`config.mk`:
```
export PLATFORM = sky130hd
export DESIGN_NAME = alarm_mode_ctrl_flat
export DESIGN_NICKNAME = d
export VERILOG_FILES = /design/src/rtl/alarm_mode_ctrl_if.sv /design/src/rtl/alarm_mode_ctrl.sv /design/src/flat_wrapper.sv
export SDC_FILE = /design/constraint.sdc
export NUM_CORES = 1
export LEC_CHECK = 0
export ABC_AREA = 1
export ABC_CLOCK_PERIOD_IN_PS = 2900
export CAP_MARGIN = 20
export CORE_MARGIN = 1.5
export CORE_UTILIZATION = 55
export CTS_CLUSTER_SIZE = 30
export DETAILED_ROUTE_END_ITERATION = 7
export PLACE_DENSITY_LB_ADDON = 0.15
export SYNTH_ARGS = -nofsm -noshare
export SYNTH_HDL_FRONTEND = slang
export SYNTH_SLANG_ARGS = --single-unit
```
`constraint.sdc`:
```
create_clock -name CLK100MHZ -period 2.9 [get_ports CLK100MHZ]
set_clock_uncertainty 0.2 [all_clocks]
set_input_delay 0.435 -clock CLK100MHZ [delete_from_list [all_inputs] [get_ports CLK100MHZ]]
set_output_delay 0.435 -clock CLK100MHZ [all_outputs]
set_load 0.05 [all_outputs]
```
`src/rtl/alarm_mode_ctrl_if.sv`:
```
// ---------------------------------------------------------------------------
// alarm_mode_ctrl_if
//   Bundles the button/switch inputs, the running time from the time counter
//   and every output of the alarm mode sequencer.
//
//   master : drives buttons, switch and running time; observes outputs
//   slave  : the sequencer itself
// ---------------------------------------------------------------------------
interface alarm_mode_ctrl_if;
   logic       btn_mode;
   logic       btn_sel;
   logic       btn_up;
   logic       sw_alarm_en;
   logic [5:0] seconds;
   logic [5:0] minutes;
   logic [4:0] hours;

   logic [2:0] state;
   logic [5:0] set_seconds;
   logic [5:0] set_minutes;
   logic [4:0] set_hours;
   logic [5:0] alarm_minutes;
   logic [4:0] alarm_hours;
   logic [1:0] field;
   logic       alarm_out;

   modport master (
      output btn_mode, btn_sel, btn_up, sw_alarm_en, seconds, minutes, hours,
      input  state, set_seconds, set_minutes, set_hours,
             alarm_minutes, alarm_hours, field, alarm_out
   );

   modport slave (
      input  btn_mode, btn_sel, btn_up, sw_alarm_en, seconds, minutes, hours,
      output state, set_seconds, set_minutes, set_hours,
             alarm_minutes, alarm_hours, field, alarm_out
   );
endinterface

```
`src/rtl/alarm_mode_ctrl.sv`:
```
// ---------------------------------------------------------------------------
// alarm_mode_ctrl
//   Mode sequencer for the alarm clock. Converts the raw buttons into single
//   pulses, walks RUN / SET_TIME / SET_ALARM / RING, holds the edit values
//   loaded by the time counter and the stored alarm time, and rings the alarm
//   when the running time reaches it.
//
//   CLK100MHZ : system clock
//   reset     : asynchronous, active-high reset
//   bus       : slave side of alarm_mode_ctrl_if
//               in  btn_mode/btn_sel/btn_up (raw levels), sw_alarm_en,
//                   seconds/minutes/hours (running time)
//               out state, set_seconds/minutes/hours, alarm_minutes/hours,
//                   field, alarm_out (all registered)
// ---------------------------------------------------------------------------
module alarm_mode_ctrl #(
   parameter int unsigned CLK_HZ         = 100000000,
   parameter int unsigned RING_SECONDS   = 60,
   parameter int unsigned ALARM_RST_HOUR = 6
) (
   input  logic              CLK100MHZ,
   input  logic              reset,
   alarm_mode_ctrl_if.slave  bus
);

   typedef enum logic [2:0] {
      ST_RUN       = 3'b000,
      ST_SET_TIME  = 3'b010,
      ST_SET_ALARM = 3'b011,
      ST_RING      = 3'b100
   } state_e;

   // 100 MHz * 60 s overflows 32 bits, so the ring length is sized in 64.
   localparam longint unsigned RING_CYCLES =
      longint'(CLK_HZ) * longint'(RING_SECONDS);
   localparam int CNT_W = (RING_CYCLES > 1) ? $clog2(RING_CYCLES) : 1;
   localparam logic [CNT_W-1:0] RING_LAST = CNT_W'(RING_CYCLES - 1);

   localparam logic [4:0] RST_HOUR = 5'(ALARM_RST_HOUR);

   // ------------------------------------------------------------------
   // Button conditioning: 2-flop synchronizer + rising-edge detector.
   // Bit order {mode, sel, up}.
   // ------------------------------------------------------------------
   logic [2:0] btn_raw;
   logic [2:0] sync1_q, sync2_q, prev_q;
   logic [2:0] pulse;

   assign btn_raw = {bus.btn_mode, bus.btn_sel, bus.btn_up};

   // NOTE: sequential state is always written with non-blocking assignments
   // so every flop samples the pre-edge value of its neighbours.
   always_ff @(posedge CLK100MHZ or posedge reset) begin
      if (reset) begin
         sync1_q <= '0;
         sync2_q <= '0;
         prev_q  <= '0;
      end else begin
         sync1_q <= btn_raw;
         sync2_q <= sync1_q;
         prev_q  <= sync2_q;
      end
   end

   assign pulse = sync2_q & ~prev_q;

   // Only the highest-priority pulse acts: mode > sel > up.
   logic mode_p, sel_p, up_p;
   assign mode_p = pulse[2];
   assign sel_p  = pulse[1] & ~pulse[2];
   assign up_p   = pulse[0] & ~pulse[2] & ~pulse[1];

   // ------------------------------------------------------------------
   // Wrap-around increments for edit fields (no carry between fields).
   // ------------------------------------------------------------------
   function automatic logic [5:0] inc_60(input logic [5:0] v);
      return (v >= 6'd59) ? 6'd0 : v + 6'd1;
   endfunction

   function automatic logic [4:0] inc_24(input logic [4:0] v);
      return (v >= 5'd23) ? 5'd0 : v + 5'd1;
   endfunction

   // ------------------------------------------------------------------
   // Sequencer state
   // ------------------------------------------------------------------
   state_e           state_q, state_d;
   logic [1:0]       field_q, field_d;
   logic [5:0]       set_s_q, set_s_d;
   logic [5:0]       set_m_q, set_m_d;
   logic [4:0]       set_h_q, set_h_d;
   logic [5:0]       alarm_m_q, alarm_m_d;
   logic [4:0]       alarm_h_q, alarm_h_d;
   logic             alarm_out_q, alarm_out_d;
   logic [CNT_W-1:0] ring_cnt_q, ring_cnt_d;
   logic             match_q, match_d;
   logic             trigger;

   // Alarm match is edge-qualified so a dismissed alarm does not re-ring
   // for the rest of the matching second.
   assign match_d = bus.sw_alarm_en &&
                    (bus.hours   == alarm_h_q) &&
                    (bus.minutes == alarm_m_q) &&
                    (bus.seconds == 6'd0);
   assign trigger = match_d && !match_q;

   always_ff @(posedge CLK100MHZ or posedge reset) begin
      if (reset) begin
         state_q     <= ST_RUN;
         field_q     <= 2'd0;
         set_s_q     <= '0;
         set_m_q     <= '0;
         set_h_q     <= '0;
         alarm_m_q   <= '0;
         alarm_h_q   <= RST_HOUR;
         alarm_out_q <= 1'b0;
         ring_cnt_q  <= '0;
         match_q     <= 1'b0;
      end else begin
         state_q     <= state_d;
         field_q     <= field_d;
         set_s_q     <= set_s_d;
         set_m_q     <= set_m_d;
         set_h_q     <= set_h_d;
         alarm_m_q   <= alarm_m_d;
         alarm_h_q   <= alarm_h_d;
         alarm_out_q <= alarm_out_d;
         ring_cnt_q  <= ring_cnt_d;
         match_q     <= match_d;
      end
   end

   always_comb begin
      // NOTE: every next-state value defaults to "hold" before the case so
      // no path through the logic leaves a variable unassigned (no latches).
      state_d     = state_q;
      field_d     = field_q;
      set_s_d     = set_s_q;
      set_m_d     = set_m_q;
      set_h_d     = set_h_q;
      alarm_m_d   = alarm_m_q;
      alarm_h_d   = alarm_h_q;
      alarm_out_d = alarm_out_q;
      ring_cnt_d  = ring_cnt_q;

      case (state_q)
         ST_RUN: begin
            // An alarm edge outranks a coincident mode press so it is
            // never missed; sel/up are meaningless in RUN.
            if (trigger) begin
               state_d     = ST_RING;
               alarm_out_d = 1'b1;
               ring_cnt_d  = '0;
            end else if (mode_p) begin
               state_d = ST_SET_TIME;
               set_s_d = bus.seconds;
               set_m_d = bus.minutes;
               set_h_d = bus.hours;
               field_d = 2'd0;
            end
         end

         ST_SET_TIME: begin
            if (mode_p) begin
               state_d = ST_SET_ALARM;
               field_d = 2'd0;
            end else if (sel_p) begin
               field_d = (field_q >= 2'd2) ? 2'd0 : field_q + 2'd1;
            end else if (up_p) begin
               case (field_q)
                  2'd0:    set_h_d = inc_24(set_h_q);
                  2'd1:    set_m_d = inc_60(set_m_q);
                  default: set_s_d = inc_60(set_s_q);
               endcase
            end
         end

         ST_SET_ALARM: begin
            // Alarm has only hours (0) and minutes (1).
            if (mode_p) begin
               state_d = ST_RUN;
            end else if (sel_p) begin
               field_d = (field_q == 2'd0) ? 2'd1 : 2'd0;
            end else if (up_p) begin
               if (field_q == 2'd0) alarm_h_d = inc_24(alarm_h_q);
               else                 alarm_m_d = inc_60(alarm_m_q);
            end
         end

         ST_RING: begin
            if ((|pulse) || !bus.sw_alarm_en || (ring_cnt_q == RING_LAST)) begin
               state_d     = ST_RUN;
               alarm_out_d = 1'b0;
            end else begin
               ring_cnt_d = ring_cnt_q + CNT_W'(1);
            end
         end

         default: begin
            state_d     = ST_RUN;
            alarm_out_d = 1'b0;
         end
      endcase
   end

   assign bus.state         = state_q;
   assign bus.field         = field_q;
   assign bus.set_seconds   = set_s_q;
   assign bus.set_minutes   = set_m_q;
   assign bus.set_hours     = set_h_q;
   assign bus.alarm_minutes = alarm_m_q;
   assign bus.alarm_hours   = alarm_h_q;
   assign bus.alarm_out     = alarm_out_q;

endmodule

```
`src/flat_wrapper.sv`:
```
// flat-port wrapper written by rule: the top's interface ports become plain ports
module alarm_mode_ctrl_flat 
#(
   parameter int unsigned CLK_HZ         = 100000000,
   parameter int unsigned RING_SECONDS   = 60,
   parameter int unsigned ALARM_RST_HOUR = 6
)
  (CLK100MHZ, reset, bus_btn_mode, bus_btn_sel, bus_btn_up, bus_sw_alarm_en, bus_seconds, bus_minutes, bus_hours, bus_state, bus_set_seconds, bus_set_minutes, bus_set_hours, bus_alarm_minutes, bus_alarm_hours, bus_field, bus_alarm_out);
  alarm_mode_ctrl_if bus_i ();
  input  logic CLK100MHZ;
  input  logic reset;
  input wire logic [$bits(bus_i.btn_mode)-1:0] bus_btn_mode;
  input wire logic [$bits(bus_i.btn_sel)-1:0] bus_btn_sel;
  input wire logic [$bits(bus_i.btn_up)-1:0] bus_btn_up;
  input wire logic [$bits(bus_i.sw_alarm_en)-1:0] bus_sw_alarm_en;
  input wire logic [$bits(bus_i.seconds)-1:0] bus_seconds;
  input wire logic [$bits(bus_i.minutes)-1:0] bus_minutes;
  input wire logic [$bits(bus_i.hours)-1:0] bus_hours;
  output wire logic [$bits(bus_i.state)-1:0] bus_state;
  output wire logic [$bits(bus_i.set_seconds)-1:0] bus_set_seconds;
  output wire logic [$bits(bus_i.set_minutes)-1:0] bus_set_minutes;
  output wire logic [$bits(bus_i.set_hours)-1:0] bus_set_hours;
  output wire logic [$bits(bus_i.alarm_minutes)-1:0] bus_alarm_minutes;
  output wire logic [$bits(bus_i.alarm_hours)-1:0] bus_alarm_hours;
  output wire logic [$bits(bus_i.field)-1:0] bus_field;
  output wire logic [$bits(bus_i.alarm_out)-1:0] bus_alarm_out;
  assign bus_i.btn_mode = bus_btn_mode;
  assign bus_i.btn_sel = bus_btn_sel;
  assign bus_i.btn_up = bus_btn_up;
  assign bus_i.sw_alarm_en = bus_sw_alarm_en;
  assign bus_i.seconds = bus_seconds;
  assign bus_i.minutes = bus_minutes;
  assign bus_i.hours = bus_hours;
  assign bus_state = bus_i.state;
  assign bus_set_seconds = bus_i.set_seconds;
  assign bus_set_minutes = bus_i.set_minutes;
  assign bus_set_hours = bus_i.set_hours;
  assign bus_alarm_minutes = bus_i.alarm_minutes;
  assign bus_alarm_hours = bus_i.alarm_hours;
  assign bus_field = bus_i.field;
  assign bus_alarm_out = bus_i.alarm_out;
  alarm_mode_ctrl #(.CLK_HZ(CLK_HZ), .RING_SECONDS(RING_SECONDS), .ALARM_RST_HOUR(ALARM_RST_HOUR)) u_core (.CLK100MHZ(CLK100MHZ), .reset(reset), .bus(bus_i));
endmodule
```
### Word level (Yosys, flattened, before mapping)

Cells that the tools add are included.

* order comparisons: 6
* reduce and logical (&&, ||, !) cells: 26
* multiplexer cells: 47
* equality and inequality tests: 24
* add/sub/neg operators: 7
* bitwise logic cells: 10

Operators with widths (count)
* 2-to-1 mux 6 bit: 15
* 2-to-1 mux 33 bit: 2
* one-hot mux 33 bit (2 select lines): 1
* 2-to-1 mux 5 bit: 8
* adder 33 x 1 -> 33 bit (second input constant): 1
* == test 33 bit (second input constant): 1
* one-hot mux 6 bit (2 select lines): 2
* AND reduction 7 bit: 3
* adder 6 x 1 -> 6 bit (second input constant): 3
* >= comparator 6 bit (second input constant): 3
* inequality test 2 x 1 -> 1 bit (second input constant): 8
* 2-to-1 mux 3 bit: 5
* 2-to-1 mux 2 bit: 7
* inequality test 2 bit (second input constant): 7
* one-hot mux 3 bit (4 select lines): 1
* adder 5 x 1 -> 5 bit (second input constant): 2
* >= comparator 5 bit (second input constant): 2
* one-hot mux 5 bit (2 select lines): 1
* AND reduction 5 bit: 2
* == test 3 x 2 -> 1 bit (second input constant): 2
* == test 6 bit: 1
* zero test 6 bit: 1
* inequality test 3 x 1 -> 1 bit (second input constant): 2
* one-hot mux 2 bit (3 select lines): 1
* other kinds (23): 39

* register bits after elaboration: 77
* word-level logic and storage cells: 133
* bits of input ports: 23
* output and inout port bits: 34

### Longest topological paths before layout

Gate-level depths: netlist of the first run.

* word-level depth: 9
* depth in mapped cells: 12
* mapped depth without buffers: 12

### Worst setup path before layout of the first run

Ideal clock, no wire load.

* path type: register to register
* from: register u_core.state_q[2] (netlist: u_core.bus.state[2])
* to: register u_core.set_h_q[3] (netlist: u_core.bus.set_hours[3])
* setup time: 0.123 ns
* path buffers: 1
* data arrival time: 1.776 ns
* period minus slack after synthesis: 2.099 ns
* slack: 0.801 ns
* cell stages (with the launch flop): 11
* required time: 2.577 ns
* path through: dfrtp_1 buf_4 nor2_4 nand2_1 nor2_1 inv_1 nand3_1 a21oi_1 nand2_1 nand2_1 o21ai_1

* longest elaborated chain between the ends: 3
* elaborated cells between the ends (all ways): 11
* those cells by class: eq/ne (7); mux (1); reduce/logical (3)

Ends and longest elaborated chain
* from (decl): line alarm_mode_ctrl.sv:87 `state_e state_q, state_d;`
* from (signal assigned): line alarm_mode_ctrl.sv:120 `state_q <= state_d;`
* == test 3 x 2 -> 1 bit or zero test 3 bit (tied branches): line alarm_mode_ctrl.sv:146 `case (state_q)`
* inequality test 2 bit (no line) (tied with other cells)
* AND reduction 7 bit (no line)
* to (signal assigned): line alarm_mode_ctrl.sv:124 `set_h_q <= set_h_d;`
* to (decl): line alarm_mode_ctrl.sv:91 `logic [4:0] set_h_q, set_h_d;`

Parallel ways exist; a longest one is shown, timed or not.
A chain may end at the register's enable or synchronous reset.

### Final worst setup path of the first run

* from: register u_core.state_q[2] (netlist: u_core.bus.state[2])
* to: output bus_state[2]

RTL lines
* to (decl): line flat_wrapper.sv:19 `output wire logic [$bits(bus_i.state)-1:0] bus_state;`

No word-level cell between the ends.

==> flow_summary.ini, run 1 <==
[drt]
via_count = 4799
antenna_left = 0
wire_per_inst_um = 14.2
firstDrtPassIters = 5
drt_iter0_drc = 281
drc = 0
finalWirelength_um = 12600
viasPerCell = 5.42

[setup_path]
worstPathCellList = clkdlybuf4s50_1
crit_path_max_fanout = 9
critPathCaptureType = output pin
crit_slowest_cell = clkdlybuf4s50_1
max_stage_delay_ns = 0.89
critical_path_class = flip-flop to output pin
critical_path_arrival_ns = 1.85
required_ns = 2.27
crit_family = buffers and inverters
critPathLaunchType = flip-flop
critPathBufInv = 1
critical_path_depth = 1
rr_worst_depth = 7

[synth]
synth_cell_type_count = 40
syn_inst = 713
synth_seq_cells = 77
synth_area_per_cell_um2 = 6.94
ys_seq_area_share_pct = 39.0
synth_warnings = 0
syn_area_mm2 = 0.00495
syn_nets = 742

[clock_tree]
cts.sinks = 77
cts_setup_buffers = 0
cts_buffers = 9
htree_levels = 3
cts-root-buf = clkbuf_8
clkTransAtPathRegs_ns = 0.08
clockBufferDepth = 2
post_cts_resized = 0
cts_tree = built
holdBufCountCts = 0
clock_latency_ns = 0.35

[floorplan]
coreArea_mm2 = 0.00872
die_w_um = 97.8
dieArea_mm2 = 0.00957
ioPinCount = 57
start_util_pct = 56.7
fp-row-count = 34
die_h_um = 97.8

[job]
max_cap_viol_count = 0

[power_and_ir_drop]
pwr-share-clk_pct = 21.8
peakVddDrop_mv = 0.714
internal_power_uw = 2400
p_switching_uw = 1890
power_leakage_uw = 0.00270
power.share.sequential_pct = 33.8
switching_share_pct = 44.0
p_per_area_mw_per_mm2 = 734
power_frac_comb_pct = 44.5

[grt]
busiest_layer = met2
grt_use_total_pct = 27.5
first_global_vias = 4681
gr-total-overflow = 0
antenna_found_initial = 0
grt_pass1_wl_um = 21500
grt_max_degree = 43
use_met1_pct = 35.4
grtUsageMet2_pct = 45.8
use_met3_pct = 5.01

[cells_and_area]
final_cell_area_mm2 = 0.00584
post_route_cells_drive_above_1_share_pct = 6.56
insertedDiodeCount = 0
mostFrequentLayoutCell = nand2_1
fin_util_pct = 67.0
fin_nets = 801
final_cell_count_no_fill = 885
final_cell_mix = nand2_1, nor2_1, nand3_1, dfrtp_1, inv_1
area_delta_synth_final_pct = 18.1

[placement]
placed_area_mm2 = 0.00562
dp_hpwl_um = 9460
io_buffers = 56
placedCellCount = 869
gp_congestion = 0.929

[sta]
slew_viol_final = 0
setup_viol = 0
timing.final.hold_violations = 0
rsz0062_at_grt = false
period_needed_ns = 2.49
fmax_mhz = 402
worstMarginPinSlew_ns = 0.505
fin_crit_sh_pct = 85.8
maxSlewHeadroom_pct = 66.3
setup-tns-final_ns = 0

[min_path]
hp-class = flip-flop to flip-flop
whs_path_depth = 0

[outcome]
outcome = finished clean
[through the flow]
step | setup WS (ns) | hold slack (ns) | power [uW]
after global placement | 0.326 | 0.132 | 3330
after global routing | 0.348 | 0.161 | 4540
after detailed placement | 0.187 | 0.135 | 3360
after CTS | 0.389 | 0.154 | 4300
after floorplan | 0.302 | 0.131 | 2780
final | 0.411 | 0.153 | 4290
[area by class of cell]
cell class	instances	area, um2
Clock buffer	13	159
Inverter	71	268
Timing Repair Buffer	62	618
Multi-Input combinational cell	551	2670
Fill cell	771	2880
Tap cell	108	135
Sequential cell	77	1930
Clock inverter	3	67.6
[path summary, 6_finish.rpt]
| kind | start | slack (ns) | end |
|---|---|---|---|
| max in group asynchronous | reset | 1.63 | u_core.bus.alarm_hours[1] |
| min reg2reg | u_core.sync1_q[0] | 0.15 | u_core.sync2_q[0] |
| max | u_core.bus.state[2] | 0.41 | bus_state[2] |
| max reg2reg | u_core.bus.alarm_hours[2] | 0.56 | u_core.ring_cnt_q[2] |
| min in group asynchronous | reset | 0.18 | u_core.bus.set_seconds[2] |
| min | u_core.sync1_q[0] | 0.15 | u_core.sync2_q[0] |
[Yosys cell counts, drive strengths merged]
cell type,number,area share (%)
a211oi,2,0.30
a21boi,2,0.30
a21o,2,0.30
a21oi,11,1.3
and3,1,0.13
buf,10,1.4
clkbuf,4,0.30
dfrtp,75,38
dfstp,2,1.1
ha,6,1.5
inv,71,5.4
nand2,236,18
nand3,78,7.9
nand3b,1,0.15
nand4,13,1.9
nor2,100,8.3
nor3,24,2.9
nor3b,2,0.30
nor4,1,0.13
o2111ai,1,0.18
o21ai,26,2.6
o22ai,11,1.4
o31ai,1,0.15
or2,2,0.25
or3,1,0.13
xnor2,11,1.9
xor2,19,3.4
[power by group through the flow]
stage               Sequential, uW  Combinational [uW]  Clock (uW)
floorplan                     1940                 841           0
global placement              1460                1870           0
detailed placement            1460                1900           0
CTS                           1440                1900         949
global route                  1480                2060         997
finish                        1450                1910         934
[state kept, by name (all words and copies together) (netlist names)]
| name | flops |
|---|---|
| u_core.bus.field | 2 |
| u_core.match_q | 1 |
| u_core.bus.state | 3 |
| u_core.bus.alarm_hours | 5 |
| u_core.bus.alarm_minutes | 6 |
| u_core.bus.set_minutes | 6 |
| u_core.sync1_q | 3 |
| u_core.ring_cnt_q | 33 |
| u_core.bus.alarm_out | 1 |
| u_core.sync2_q | 3 |
| u_core.bus.set_seconds | 6 |
| u_core.prev_q | 3 |
| u_core.bus.set_hours | 5 |
[layer usage]
metal	up-vias	share of wire (%)
li1	2413	-
met1	2195	44
met2	162	49
met3	29	5.2
met4	0	2.5
met5	-	0
[logic make-up (layout without fill, tap and decap cells)]
family                     Yosys count  after routing  share of synthesized area, %
DFF                                 77             77                          39.0
AOI/OAI and AO/OA                   56             56                          6.53
and+or+nand+nor                    459            459                          40.6
adders and majority gates            6              6                          1.52
buffers and inverters               85            149                          7.08
xor gates and xnor gates            30             30                          5.31
No activity file was read; power rests on OpenSTA's default activity.
==> run 2: changes to the inputs <==
--- a/config.mk
+++ b/config.mk
@@ -8,8 +8,10 @@
 export ABC_AREA = 1
 export ABC_CLOCK_PERIOD_IN_PS = 2900
 export CAP_MARGIN = 20
+export CELL_PAD_IN_SITES_DETAIL_PLACEMENT = 0
+export CELL_PAD_IN_SITES_GLOBAL_PLACEMENT = 1
 export CORE_MARGIN = 1.5
-export CORE_UTILIZATION = 55
+export CORE_UTILIZATION = 41
 export CTS_CLUSTER_SIZE = 30
 export DETAILED_ROUTE_END_ITERATION = 7
 export PLACE_DENSITY_LB_ADDON = 0.15
==> run 2 against run 1 <==
Cell count up 4.0%. Highest routed layer unchanged. Setup slack got worse by 0.054 ns. Flip-flop and latch count stayed put. First-iteration DRC count shrank 7.5%. Largest power group unchanged.
==> flow_summary.ini, run 2 (synthesis results as in run 1) <==
[outcome]
outcome = finished clean

[cells_and_area]
insertedDiodeCount = 0
regMostFlops = u_core.ring_cnt_q
final_cell_mix = nand2_1, nor2_1, nand3_1, dfrtp_1, inv_1
fin_nets = 801
largest_register_ffs = 33
fin_util_pct = 51.4
post_route_cells_drive_above_1_share_pct = 6.82
area_delta_synth_final_pct = 20.7
mostFrequentLayoutCell = nand2_1
fillCellCount = 1185

[drt]
viasPerCell = 5.25
firstDrtPassIters = 4
finalWirelength_um = 13800
wire_per_inst_um = 15.0
antenna_left = 0
drt_iter0_drc = 260
drc = 0
via_count = 4827

[sta]
slew_viol_final = 0
maxSlewHeadroom_pct = 58.1
timing.final.hold_violations = 0
setup_viol = 0
layout_setup_ws_ns = 0.357
period_needed_ns = 2.54
fin_crit_sh_pct = 87.7
fmax_mhz = 393
rsz0062_at_grt = false
worstMarginPinSlew_ns = 0.627
setup-tns-final_ns = 0
fin_hold_ws_ns = 0.151

[setup_path]
critical_path_arrival_ns = 1.91
critPathCaptureType = output pin
crit_slowest_cell = clkdlybuf4s50_1
required_ns = 2.27
critical_path_class = flip-flop to output pin
critPathBufInv = 1
worstPathCellList = clkdlybuf4s50_1
crit_path_max_fanout = 9
max_stage_delay_ns = 0.91
crit_family = buffers and inverters
critPathLaunchType = flip-flop
ff2ff_setup_slack_ns = 0.36

[grt]
grt_use_total_pct = 23.3
grt_pass1_wl_um = 23600
use_met3_pct = 4.02
antenna_found_initial = 0
grt_max_degree = 43
use_met1_pct = 29.9
busiest_layer = met2
grtUsageMet2_pct = 40.4
first_global_vias = 4744
gr-total-overflow = 0

[floorplan]
start_util_pct = 42.6
die_h_um = 113
fp-row-count = 39
die_w_um = 113
coreArea_mm2 = 0.0116
dieArea_mm2 = 0.0127
ioPinCount = 57

[clock_tree]
htree_levels = 3
cts-root-buf = clkbuf_16
cts_buffers = 9
clockBufferDepth = 2
holdBufCountCts = 0
cts.sinks = 77
clock_latency_ns = 0.35
post_cts_resized = 0
cts_tree = built
clkTransAtPathRegs_ns = 0.06
cts_setup_buffers = 0

[power_and_ir_drop]
peakVddDrop_mv = 0.770
fin_total_pwr_uw = 4560
power_leakage_uw = 0.00273
p_per_area_mw_per_mm2 = 764

[placement]
io_buffers = 56
gp_congestion = 0.872
pre_cts_slack_ns = 0.301
dp_hpwl_um = 10400

[job]
max_cap_viol_count = 0

[min_path]
hp-class = flip-flop to flip-flop
-- run 2: cell count changes in the layout (fill, tap and decap cells not counted), sizes merged --
cell | before | now
clkbuf | 13 | 10
clkinvlp | 1 | 3
inv | 70 | 72
bufinv | 2 | 1
-- run 2: per-stage QoR --
stage	instance area, um2	cells
6_report	5970	920
2_1_floorplan	4950	713
3_3_place_gp	5660	904
4_1_cts	5970	920
5_1_grt	5970	920
3_5_place_dp	5660	904
-- run 2: report_power, final --
| group | switching, uW | total, uW | internal [uW] | leakage [uW] |
|---|---|---|---|---|
| registers | 211 | 1450 | 1240 | 0.000977 |
| logic | 1300 | 1920 | 629 | 0.00162 |
| clock network | 486 | 1180 | 696 | 0.000142 |
-- run 2: metal layers --
layer  wire [um]  part of all wire (%)
met5           0                     0
met1        6200                    45
met4         151                   1.1
met3         572                   4.1
met2        6860                    50
-- run 2: area by class of cell --
cell class / count / area (um2) / area share (%)
multi-input combinational: 551 / 2670 / 44.7
clock buffer: 10 / 239 / 4.00
timing repair buffer: 62 / 618 / 10.4
sequential: 77 / 1930 / 32.3
inverter: 71 / 268 / 4.49
tap: 143 / 179 / 3.00
clock inverter: 6 / 70.1 / 1.17
-- run 2: final timing paths --
| path | startpoint | endpoint | cells after the start |
|---|---|---|---|
| max | u_core.bus.state[2] | bus_state[2] | 1 |
| min | u_core.sync1_q[2] | u_core.sync2_q[2] | 0 |
| max reg2reg | u_core.ring_cnt_q[0] | u_core.ring_cnt_q[1] | 9 |
| min reg2reg | u_core.sync1_q[2] | u_core.sync2_q[2] | 0 |
| max in group asynchronous | reset | u_core.ring_cnt_q[22] | 3 |
| min in group asynchronous | reset | u_core.bus.set_seconds[1] | 2 |
